--- src/rtl/cursor_pkg.sv ---
// Shared helpers for the edit-cursor selector: limit normalisation,
// index-to-one-hot decode and the step-direction encoding.
package cursor_pkg;

    // Widest field count the one-hot decode helper supports.
    localparam int MAX_FIELDS = 64;

    // Net direction of a cursor move in one cycle.
    typedef enum logic [1:0] {
        DIR_NONE = 2'd0,
        DIR_INC  = 2'd1,
        DIR_DEC  = 2'd2
    } dir_e;

    // A zero or oversized limit means "use every physical field".
    function automatic int norm_limit(input int max_v, input int n);
        return (max_v == 0 || max_v > n) ? n : max_v;
    endfunction

    // Decode a field index into a one-hot mask; callers truncate to N bits.
    function automatic logic [MAX_FIELDS-1:0] idx_to_onehot(input int idx);
        return {{(MAX_FIELDS-1){1'b0}}, 1'b1} << idx;
    endfunction

endpackage

--- src/rtl/step_repeat.sv ---
// Button step generator: one step on a rising edge, then auto-repeat
// while held (first repeat after REPEAT_DELAY cycles, then every
// REPEAT_RATE cycles). Flush disarms repeating until a fresh press.
module step_repeat #(
    parameter int REPEAT_DELAY = 6,
    parameter int REPEAT_RATE  = 3
) (
    input  logic clk,
    input  logic reset,
    input  logic i_en,
    input  logic i_flush,
    input  logic i_btn,
    output logic o_step
);

    localparam int CMAX = (REPEAT_DELAY > REPEAT_RATE) ? REPEAT_DELAY : REPEAT_RATE;
    localparam int CW   = $clog2(CMAX + 1);

    logic          r_prev;
    logic          r_armed;
    logic [CW-1:0] r_cnt;
    logic          w_rise;
    logic          w_repeat;

    assign w_rise   = i_btn & ~r_prev;
    assign w_repeat = i_btn & r_prev & r_armed & (r_cnt == '0);
    assign o_step   = i_en & (w_rise | w_repeat);

    // Edge history always tracks the button; the countdown to the next
    // repeat is reloaded on every step and dropped on release/disable/flush.
    always_ff @(posedge clk or posedge reset) begin
        if (reset) begin
            r_prev  <= 1'b0;
            r_armed <= 1'b0;
            r_cnt   <= '0;
        end else begin
            r_prev <= i_btn;
            if (!i_en || !i_btn || i_flush) begin
                r_armed <= 1'b0;
                r_cnt   <= '0;
            end else if (o_step) begin
                r_armed <= 1'b1;
                r_cnt   <= w_rise ? CW'(REPEAT_DELAY - 1) : CW'(REPEAT_RATE - 1);
            end else if (r_cnt != '0) begin
                r_cnt <= r_cnt - 1'b1;
            end
        end
    end

endmodule

--- src/rtl/cursor_selector.sv ---
// Edit cursor over N display fields: bidirectional stepping with
// auto-repeat, wrap at a runtime limit, clamp when the limit shrinks,
// and a blink phase that restarts whenever the selection changes.
module cursor_selector
    import cursor_pkg::*;
#(
    parameter int  N            = 8,
    parameter int  BLINK_HALF   = 4,
    parameter int  REPEAT_DELAY = 6,
    parameter int  REPEAT_RATE  = 3,
    localparam int W            = $clog2(N)
) (
    input  logic         clk,
    input  logic         reset,
    input  logic         active,
    input  logic         inc,
    input  logic         dec,
    input  logic [W:0]   max,
    output logic [W-1:0] sel,
    output logic [N-1:0] onehot,
    output logic [N-1:0] blink_mask,
    output logic         wrap
);

    localparam int BW = $clog2(BLINK_HALF + 1);

    logic [W-1:0]  r_sel;
    logic          r_wrap;
    logic          r_phase;
    logic          r_active_d;
    logic [BW-1:0] r_bcnt;

    logic [W:0]    w_lim;
    logic [W:0]    w_lim_m1;
    logic          w_clamp;
    logic [W-1:0]  w_base;
    logic [W-1:0]  w_sel_next;
    logic          w_wrap_next;
    logic          w_inc_step;
    logic          w_dec_step;
    logic          w_flush;
    logic          w_restart;
    dir_e          w_dir;
    logic [N-1:0]  w_onehot;

    // Simultaneous steps cancel and also disarm both repeaters.
    assign w_flush = w_inc_step & w_dec_step;

    step_repeat #(
        .REPEAT_DELAY (REPEAT_DELAY),
        .REPEAT_RATE  (REPEAT_RATE)
    ) u_inc_rep (
        .clk     (clk),
        .reset   (reset),
        .i_en    (active),
        .i_flush (w_flush),
        .i_btn   (inc),
        .o_step  (w_inc_step)
    );

    step_repeat #(
        .REPEAT_DELAY (REPEAT_DELAY),
        .REPEAT_RATE  (REPEAT_RATE)
    ) u_dec_rep (
        .clk     (clk),
        .reset   (reset),
        .i_en    (active),
        .i_flush (w_flush),
        .i_btn   (dec),
        .o_step  (w_dec_step)
    );

    assign w_lim    = (W+1)'(norm_limit(int'(max), N));
    assign w_lim_m1 = w_lim - 1'b1;
    // A cursor beyond the limit is pulled back to 0 before any step applies.
    assign w_clamp  = ({1'b0, r_sel} >= w_lim);
    assign w_base   = w_clamp ? '0 : r_sel;

    // Resolve the two step pulses into a single net direction.
    always_comb begin
        w_dir = DIR_NONE;
        if (w_inc_step && !w_dec_step) begin
            w_dir = DIR_INC;
        end else if (w_dec_step && !w_inc_step) begin
            w_dir = DIR_DEC;
        end
    end

    // Next cursor value with wrap detection at either end of the range.
    always_comb begin
        w_sel_next  = w_base;
        w_wrap_next = 1'b0;
        case (w_dir)
            DIR_INC: begin
                if ({1'b0, w_base} == w_lim_m1) begin
                    w_sel_next  = '0;
                    w_wrap_next = 1'b1;
                end else begin
                    w_sel_next = w_base + 1'b1;
                end
            end
            DIR_DEC: begin
                if (w_base == '0) begin
                    w_sel_next  = w_lim_m1[W-1:0];
                    w_wrap_next = 1'b1;
                end else begin
                    w_sel_next = w_base - 1'b1;
                end
            end
            default: ;
        endcase
    end

    // Any move, clamp or fresh activation shows the field immediately.
    assign w_restart = (w_dir != DIR_NONE) | w_clamp | (active & ~r_active_d);

    // Cursor register and its one-cycle wrap pulse.
    always_ff @(posedge clk or posedge reset) begin
        if (reset) begin
            r_sel  <= '0;
            r_wrap <= 1'b0;
        end else begin
            r_sel  <= w_sel_next;
            r_wrap <= w_wrap_next;
        end
    end

    // Blink half-period counter and phase, restarted on selection changes.
    always_ff @(posedge clk or posedge reset) begin
        if (reset) begin
            r_bcnt     <= '0;
            r_phase    <= 1'b1;
            r_active_d <= 1'b0;
        end else begin
            r_active_d <= active;
            if (w_restart) begin
                r_bcnt  <= '0;
                r_phase <= 1'b1;
            end else if (r_bcnt == BW'(BLINK_HALF - 1)) begin
                r_bcnt  <= '0;
                r_phase <= ~r_phase;
            end else begin
                r_bcnt <= r_bcnt + 1'b1;
            end
        end
    end

    assign w_onehot   = active ? N'(idx_to_onehot(int'(r_sel))) : '0;
    assign sel        = r_sel;
    assign wrap       = r_wrap;
    assign onehot     = w_onehot;
    assign blink_mask = r_phase ? w_onehot : '0;

endmodule

--- config.mk ---
export PLATFORM = sky130hd
export DESIGN_NAME = cursor_selector
export DESIGN_NICKNAME = d
export VERILOG_FILES = /design/src/rtl/cursor_pkg.sv /design/src/rtl/step_repeat.sv /design/src/rtl/cursor_selector.sv
export SDC_FILE = /design/constraint.sdc
export NUM_CORES = 1
export LEC_CHECK = 0
export CAP_MARGIN = 5
export CELL_PAD_IN_SITES_DETAIL_PLACEMENT = 0
export CELL_PAD_IN_SITES_GLOBAL_PLACEMENT = 1
export CORE_MARGIN = 1.5
export CORE_UTILIZATION = 30
export DETAILED_ROUTE_END_ITERATION = 8
export PLACE_DENSITY = 0.74
export RECOVER_POWER = 25
export SLEW_MARGIN = 15
export SYNTH_ARGS = -nofsm -noshare
export SYNTH_HDL_FRONTEND = slang
export SYNTH_SLANG_ARGS = --single-unit
--- constraint.sdc ---
create_clock -name clk -period 5.75 [get_ports clk]
set_clock_uncertainty 0.05 [all_clocks]
set_input_delay 0.8625 -clock clk [delete_from_list [all_inputs] [get_ports clk]]
set_output_delay 0.8625 -clock clk [all_outputs]
set_load 0.05 [all_outputs]
==> results.toml, run 1 <==
[outcome]
result_of_the_run = "complete, but fails checks"
violations = "design-rule violations"

[pwr]
combinational_fraction_of_design_power = 0.354
power.sequential.fraction = 0.409
ir_drop_uv = 88.7
static-leakage-power_nw = 0.751
internal_power_mw = 0.246
clock_power_share = 0.237
powerDensity_nw_per_um2 = 217
power.share.switching = 0.363
switching_power_mw = 0.140

[worst_setup_path]
critical_path_fanouts_max = 8
worstPathArrival_ns = 2.74
worstSetupPathType = "input port to output port"
critPathRequiredTime_ns = 4.84
worstSetupEndpointType = "output port"
crit_path_start_kind = "input port"

[route]
drt_drc_violations_left = 4
met3_length_um = 85
vias_per_cell = 5.01
wl_met2_mm = 1.35
ant_nets = 0
dr.max_layer_used = "met4"
drt_pre_antenna_iters = 7
routed_wirelength_mm = 3.02
drt-wirelength-per-cell_um = 12.3
via_count = 1233
wl_met1_mm = 1.56
first_iter_violations = 71

[sta]
worst_hold_slack_ns = 0.388
layout_min_cycle_time_ns = 3.66
setup_tns_ns = 0
final_worst_setup_slack_ns = 2.09
fmax_ghz = 0.273
setup_viol = 0
timing_hold_violations_final = 0
tightest_slew_ns = 0.717
drv_slew = 0
maxSlewHeadroom = 0.522
grt_setup_unrepaired = "no"
final_min_period_over_clock_period = 0.636

[global_route]
track_usage = 0.126
grt_first_pass_wirelength_mm = 5.26
grt_antenna_before_repair = 0
first_global_vias = 1141
grt_max_degree = 20
grt.overflow.total = 0

[layout]
fin_cells = 246
layout.cells.most_common = "sky130_fd_sc_hd__clkdlybuf4s50_1"
final_cell_mix = "sky130_fd_sc_hd__clkdlybuf4s50_1 (24), sky130_fd_sc_hd__nor2_1 (22), sky130_fd_sc_hd__dfrtp_1 (18), sky130_fd_sc_hd__inv_1 (15), sky130_fd_sc_hd__ha_1 (15)"
layout-area-overhead-vs-synth_pct = 26.5
final-seq-area_um2 = 477
final_core_util = 0.401
design.final.nets = 219
antenna_cells_inserted = 0
fill_cells = 466
final_layout_size_suffix_gt1_frac = 0.0722
multi_input_comb_area_um2 = 848

[placed_design]
io_buffer_count = 28
post-place-cells = 242
routabilityCongestion = 0.745
place_ws_ns = 2.14
place_hpwl_mm = 2.35

[clocking]
clockRootBuffer = "sky130_fd_sc_hd__clkbuf_8"
ctsLongestPathBuffers = 2
clock_tree_from_tritoncts = "built"
cts_hold_buf = 0
clk_pin_slew_worst_paths_ns = 0.07
cts_buffers = 3
clk-insertion-delay-late_ns = 0.25
h_tree_lvl_count = 1
post_cts.repair.setup_buffers = 0
cts_resized = 0
clock_sink_total = 19

[logic_synthesis]
number_of_different_library_cells_in_the_post_synthesis_netlist = 46
synth_area_per_cell_um2 = 8.53
ys_async_rst_share = 1.00
synth_area_um2 = 1410
synth-seq-cells = 19
syn-num-nets = 189
synth-seq-area-share = 0.339
ys_warn_count = 0
synth_enable_flop_cells = 0
yosys_most_used_dff = "sky130_fd_sc_hd__dfrtp_1"
postSynthCellCount = 165

[worst_hold_path]
min-delay-path-class = "register to register"

[floorplan]
fp.dieArea_um2 = 5110
starting_density_of_the_core = 0.317
die_h_um = 71.5
placementRows = 24
die_x_um = 71.5
core_area_um2 = 4440
floorplan.io_pins = 29

[run]
cap_viol_max_count = 0
[through the flow]
step / cell area, um^2 / power [mW]
3_3_place_gp: 1740 / 0.298
4_1_cts: 1780 / 0.390
5_1_grt: 1780 / 0.411
2_1_floorplan: 1410 / 0.258
3_5_place_dp: 1740 / 0.298
6_report: 1780 / 0.386
[cell usage after synthesis, drive strengths merged (3+ instances only)]
cell type   n  share of area
inv        16          0.043
o21ai       7          0.028
dfrtp      18           0.32
and3        3          0.013
nor2       23          0.063
a21oi       8          0.028
xor2        3          0.019
nand2      16          0.050
nor3        7          0.032
a31oi       4          0.028
nand3       4          0.014
ha         15           0.13
nand2b      9          0.040
buf         3          0.012
[layout make-up]
class / count / area share
multi-input cells: 126 / 0.476
flip-flops and latches: 19 / 0.268
well taps: 52 / 0.0365
inverters: 17 / 0.0365
clock buffers: 4 / 0.0253
repair buffers: 28 / 0.157
[worst max-delay path, stage by stage]
cell and delay (ns):
sky130_fd_sc_hd__dlygate4sd3_1 0.68, sky130_fd_sc_hd__nand3_1 0.18, sky130_fd_sc_hd__nor3_1 0.18, sky130_fd_sc_hd__clkdlybuf4s50_1 0.84
[final timing paths]
check                           from            endpoint  slack (ns)  depth (start not counted)
setup / recovery              active       blink_mask[4]        2.09                          4
hold / removal             r_bcnt[0]           r_bcnt[0]        0.39                          1
setup reg to reg              sel[0]              sel[1]        3.12                         10
hold reg to reg            r_bcnt[0]           r_bcnt[0]        0.39                          1
max in group asynchronous      reset  u_dec_rep.r_cnt[0]        4.08                          2
min in group asynchronous      reset           r_bcnt[2]        1.12                          2
[cells by family (layout without fill, tap and decap cells)]
family | after synthesis | count (layout) | synth area share
flops | 19 | 19 | 0.339
fa+ha+maj | 15 | 15 | 0.133
simple gates | 73 | 73 | 0.274
buf+inv | 20 | 49 | 0.0587
xor+xnor | 4 | 4 | 0.0249
compound gates | 34 | 34 | 0.171
[flip-flops by register name, indices dropped and copies added (netlist names)]
register           flops
u_inc_rep.r_armed      1
u_dec_rep.r_prev       1
r_bcnt                 3
r_active_d             1
wrap                   1
u_inc_rep.r_cnt        3
u_dec_rep.r_armed      1
u_dec_rep.r_cnt        3
u_inc_rep.r_prev       1
r_phase                1
sel                    3
[routing by layer]
metal | up-vias | global-route usage
li1 | 630 | -
met3 | 2 | 0.0127
met2 | 19 | 0.192
met5 | - | 0
met1 | 582 | 0.185
met4 | 0 | 0.0503
[power groups by stage]
| stage | clock [mW] | sequential [mW] | combinational, mW |
|---|---|---|---|
| after detailed placement | 0 | 0.160 | 0.137 |
| after global placement | 0 | 0.160 | 0.137 |
| after global routing | 0.0996 | 0.160 | 0.152 |
| final | 0.0914 | 0.158 | 0.136 |
| after floorplan | 0 | 0.162 | 0.0958 |
| after CTS | 0.0940 | 0.158 | 0.138 |
Power figures use the tool's default switching activity.
==> run 2, diff against run 1 <==
Settings changed: PLACE_DENSITY 0.74 to 0.77.
Clock period 5.75 ns to 3.3 ns, I/O delays scaled along.
==> results.toml, run 2 (same netlist as run 1, synthesis figures left out) <==
[pwr]
ir_drop_uv = 147
powerDensity_nw_per_um2 = 376
static-leakage-power_nw = 0.763

[worst_hold_path]
worstHoldPathCells = 1
min-delay-path-class = "register to register"
worst_hold_startpoint = "r_bcnt[0]"
worstHoldEndpoint = "r_bcnt[0]"

[layout]
layout.cells.most_common = "sky130_fd_sc_hd__clkdlybuf4s50_1"
design.final.nets = 221
final_cell_mix = "sky130_fd_sc_hd__clkdlybuf4s50_1 (24), sky130_fd_sc_hd__nor2_1 (22), sky130_fd_sc_hd__dfrtp_1 (18), sky130_fd_sc_hd__inv_1 (15), sky130_fd_sc_hd__ha_1 (15)"
antenna_cells_inserted = 0
final-seq-area_um2 = 477
final_layout_size_suffix_gt1_frac = 0.0867
final_core_util = 0.404
layout-area-overhead-vs-synth_pct = 27.6
fin_cells = 248
multi_input_comb_area_um2 = 848
fill_cells = 446

[clocking]
post_cts.repair.setup_buffers = 0
clk-insertion-delay-late_ns = 0.25
clk_pin_slew_worst_paths_ns = 0.07
clockRootBuffer = "sky130_fd_sc_hd__clkbuf_8"
cts_hold_buf = 0
clock_sink_total = 19
h_tree_lvl_count = 1
cts_resized = 0
ctsLongestPathBuffers = 2
cts_buffers = 3
clock_tree_from_tritoncts = "built"

[worst_setup_path]
worstPathArrival_ns = 3.01
critical_path_fanouts_max = 8
reg2regPathDepth = 10
worstSetupPathType = "input port to register"
critPathRequiredTime_ns = 3.42
crit_path_start_kind = "input port"
rr_endpoint = "sel[1]"
r2r_slack_ns = 0.67
timing.rr.start = "sel[0]"
worstSetupEndpointType = "register"

[sta]
timing_hold_violations_final = 0
drv_slew = 0
tightest_slew_ns = 0.742
maxSlewHeadroom = 0.505
final_min_period_over_clock_period = 0.875
grt_setup_unrepaired = "no"
setup_viol = 0
fmax_ghz = 0.346
layout_min_cycle_time_ns = 2.89
setup_tns_ns = 0

[placed_design]
routabilityCongestion = 0.794
place_hpwl_mm = 2.37
post-place-cells = 244
io_buffer_count = 28

[route]
drt_drc_violations_left = 0
drt-wirelength-per-cell_um = 12.2
first_iter_violations = 58
via_count = 1242
drt_pre_antenna_iters = 6
routed_wirelength_mm = 3.02
ant_nets = 0
vias_per_cell = 5.01

[global_route]
grt_busiest_layer = "met2"
grt_first_pass_wirelength_mm = 5.15
grt.overflow.total = 0
grt_antenna_before_repair = 0
grt_max_degree = 20
grt_util_met2 = 0.212
first_global_vias = 1158
groute.layer.met3.usage = 0.0253
grt_use_met1 = 0.159
track_usage = 0.122

[floorplan]
die_x_um = 71.5
floorplan.io_pins = 29
fp.dieArea_um2 = 5110
starting_density_of_the_core = 0.317
core_area_um2 = 4440
placementRows = 24
die_h_um = 71.5

[run]
cap_viol_max_count = 0

[outcome]
result_of_the_run = "finished clean"
-- run 2: changes by cell type in the layout (fill, tap and decap cells not counted) --
cell / change
sky130_fd_sc_hd__buf_4: +2
sky130_fd_sc_hd__clkbuf_1: -1
sky130_fd_sc_hd__clkinv_2: +1
-- run 2: through the flow --
step / power [mW] / hold WS (ns) / instance area (um^2) / setup WS [ns]
4_1_cts: 0.685 / 0.392 / 1800 / 0.450
5_1_grt: 0.723 / 0.413 / 1800 / 0.224
6_report: 0.675 / 0.389 / 1800 / 0.412
3_5_place_dp: 0.522 / 0.378 / 1750 / 0.185
2_1_floorplan: 0.449 / 0.356 / 1410 / 0.733
3_3_place_gp: 0.520 / 0.371 / 1750 / 0.193
-- run 2: critical path, cell delays in order --
cell	delay (ns)
sky130_fd_sc_hd__clkdlybuf4s50_1	0.56
sky130_fd_sc_hd__nand2b_1	0.19
sky130_fd_sc_hd__inv_1	0.07
sky130_fd_sc_hd__ha_1	0.27
sky130_fd_sc_hd__nor2b_1	0.05
sky130_fd_sc_hd__o21ai_2	0.16
sky130_fd_sc_hd__nand2_2	0.14
sky130_fd_sc_hd__nand2_1	0.16
sky130_fd_sc_hd__inv_1	0.10
sky130_fd_sc_hd__ha_1	0.20
sky130_fd_sc_hd__or2_0	0.22
sky130_fd_sc_hd__a211o_1	0.29
sky130_fd_sc_hd__o211ai_1	0.09
-- run 2: report_power, final --
part | switching (mW) | internal [mW]
logic | 0.150 | 0.0909
clock network | 0.0761 | 0.0839
registers | 0.0215 | 0.253
-- run 2: layout make-up --
cell class | instances | area share
clock buffer | 3 | 0.0230
clock inverter | 1 | 0.00279
inverter | 17 | 0.0362
multi-input combinational | 126 | 0.472
sequential | 19 | 0.265
tap | 52 | 0.0362
timing repair buffer | 30 | 0.164
-- run 2: how the worst max path moves through the flow --
stage	startpoint	end	slack [ns]	cells after the start
2_1_floorplan	sel[2]	blink_mask[0]	0.73	3
3_3_place_gp	max[3]	sel[1]	0.19	12
3_5_place_dp	max[3]	sel[2]	0.19	13
4_1_cts	max[3]	sel[2]	0.45	13
5_1_grt	max[3]	sel[1]	0.22	12
6_report	max[3]	sel[2]	0.41	13
-- run 2: metal layers --
layer	share of wire	up-vias	wire length, um
li1	-	638	-
met1	0.48	580	1450
met2	0.49	22	1470
met3	0.032	2	96
met4	0.0026	0	8
met5	0	-	0
==> run 3, diff against run 2 <==
Settings changed: PLACE_DENSITY 0.77 to 0.74.
Clock period 3.3 ns to 3.7 ns, I/O delays scaled along.
==> results.toml, run 3 (same netlist as run 1, synthesis figures left out) <==
[route]
drt-wirelength-per-cell_um = 12.2
first_iter_violations = 50
routed_wirelength_mm = 3.00
via_count = 1200
ant_nets = 0
vias_per_cell = 4.88
drt_drc_violations_left = 0
drt_pre_antenna_iters = 6

[clocking]
clock_sink_total = 19
clk_pin_slew_worst_paths_ns = 0.08
post_cts.repair.setup_buffers = 0
h_tree_lvl_count = 1
cts_buffers = 3
cts_hold_buf = 0
clock_tree_from_tritoncts = "built"
clk-insertion-delay-late_ns = 0.26
ctsLongestPathBuffers = 2
cts_resized = 0
clockRootBuffer = "sky130_fd_sc_hd__clkbuf_8"

[pwr]
internal_power_mw = 0.380
combinational_fraction_of_design_power = 0.352
powerDensity_nw_per_um2 = 338
static-leakage-power_nw = 0.754
power.share.switching = 0.369
power.sequential.fraction = 0.407
report.power.total_mw = 0.601
clock_power_share = 0.240
switching_power_mw = 0.222
ir_drop_uv = 156

[sta]
final_min_period_over_clock_period = 0.833
setup_viol = 0
maxSlewHeadroom = 0.512
grt_setup_unrepaired = "no"
drv_slew = 0
layout_min_cycle_time_ns = 3.08
final_worst_setup_slack_ns = 0.618
setup_tns_ns = 0
fmax_ghz = 0.324
timing_hold_violations_final = 0
tightest_slew_ns = 0.732

[global_route]
first_global_vias = 1143
grt.overflow.total = 0
grt_max_degree = 20
track_usage = 0.122
grt_first_pass_wirelength_mm = 5.15
grt_antenna_before_repair = 0

[layout]
final_layout_size_suffix_gt1_frac = 0.0773
fill_cells = 466
multi_input_comb_area_um2 = 848
layout-area-overhead-vs-synth_pct = 26.6
final-seq-area_um2 = 477
fin_area_um2 = 1780
antenna_cells_inserted = 0
design.final.nets = 219
final_cell_mix = "sky130_fd_sc_hd__clkdlybuf4s50_1 (24), sky130_fd_sc_hd__nor2_1 (22), sky130_fd_sc_hd__dfrtp_1 (18), sky130_fd_sc_hd__inv_1 (15), sky130_fd_sc_hd__ha_1 (15)"
fin_cells = 246
layout.cells.most_common = "sky130_fd_sc_hd__clkdlybuf4s50_1"

[worst_setup_path]
critical_path_fanouts_max = 8
worstSetupEndpointType = "output port"
crit_path_start_kind = "input port"
crit_path_max_incr_delay_ns = 0.83
crit_path_cell_trace = "dlygate4sd3_1 -> nand3_1 -> nor3_1 -> clkdlybuf4s50_1"
cp.buffers_inverters = 2
worstPathArrival_ns = 2.48
slowest_stage = "sky130_fd_sc_hd__clkdlybuf4s50_1"
critPathRequiredTime_ns = 3.09
worstSetupPathType = "input port to output port"
timing.critical_path.max_delay_family = "buffers and inverters"

[placed_design]
routabilityCongestion = 0.808
post-place-cells = 242
place_ws_ns = 0.526
dpl_cell_area_um2 = 1740
io_buffer_count = 28
place_hpwl_mm = 2.35

[floorplan]
die_x_um = 71.5
starting_density_of_the_core = 0.317
die_h_um = 71.5
core_area_um2 = 4440
placementRows = 24
fp.dieArea_um2 = 5110
floorplan.io_pins = 29

[worst_hold_path]
min-delay-path-class = "register to register"

[outcome]
result_of_the_run = "finished clean"

[run]
cap_viol_max_count = 0
-- run 3: area by class of cell --
| cell class | count | share of cell area |
|---|---|---|
| clock buffer | 3 | 0.0232 |
| clock inverter | 1 | 0.00281 |
| sequential | 19 | 0.268 |
| inverter | 17 | 0.0365 |
| multi-input combinational | 126 | 0.476 |
| timing repair buffer | 28 | 0.157 |
| tap | 52 | 0.0365 |
-- run 3: worst paths after layout --
check | cells after the start | startpoint | endpoint | slack (ns)
min | 1 | r_bcnt[0] | r_bcnt[0] | 0.39
min reg2reg | 1 | r_bcnt[0] | r_bcnt[0] | 0.39
max in group asynchronous | 2 | reset | sel[0] | 2.33
max | 4 | active | blink_mask[4] | 0.62
min in group asynchronous | 2 | reset | r_bcnt[2] | 0.80
max reg2reg | 10 | sel[0] | sel[1] | 1.07
-- run 3: metal layers --
metal	track usage	share of wire	wire length, um	up-vias
met5	0	0	0	-
met4	0.0189	0.0040	12	0
met3	0.0211	0.024	73	2
met2	0.209	0.46	1370	17
met1	0.166	0.51	1540	550
li1	-	-	-	631
-- run 3: power by group through the flow --
stage	Clock, mW	Sequential (mW)	Combinational [mW]
after CTS	0.151	0.245	0.215
after global placement	0	0.249	0.214
final	0.145	0.245	0.212
after global routing	0.161	0.248	0.234
after detailed placement	0	0.249	0.214
after floorplan	0	0.252	0.149
-- run 3: stage by stage --
stage | hold WS [ns] | util
global route | 0.411 | 0.401
floorplan | 0.356 | -
detailed placement | 0.381 | 0.390
CTS | 0.391 | 0.401
finish | 0.389 | 0.401
global placement | 0.373 | 0.390
-- run 3: worst register-to-register path: stages, from the launching register on --
cell and delay [ns]:
sky130_fd_sc_hd__dfrtp_1 0.59, sky130_fd_sc_hd__inv_1 0.18, sky130_fd_sc_hd__ha_1 0.33, sky130_fd_sc_hd__nor2b_1 0.14, sky130_fd_sc_hd__o21ai_2 0.09, sky130_fd_sc_hd__nand2_2 0.16, sky130_fd_sc_hd__nand2_1 0.14, sky130_fd_sc_hd__ha_1 0.34
sky130_fd_sc_hd__a21boi_0 0.17, sky130_fd_sc_hd__a311oi_1 0.06, sky130_fd_sc_hd__a221o_1 0.27
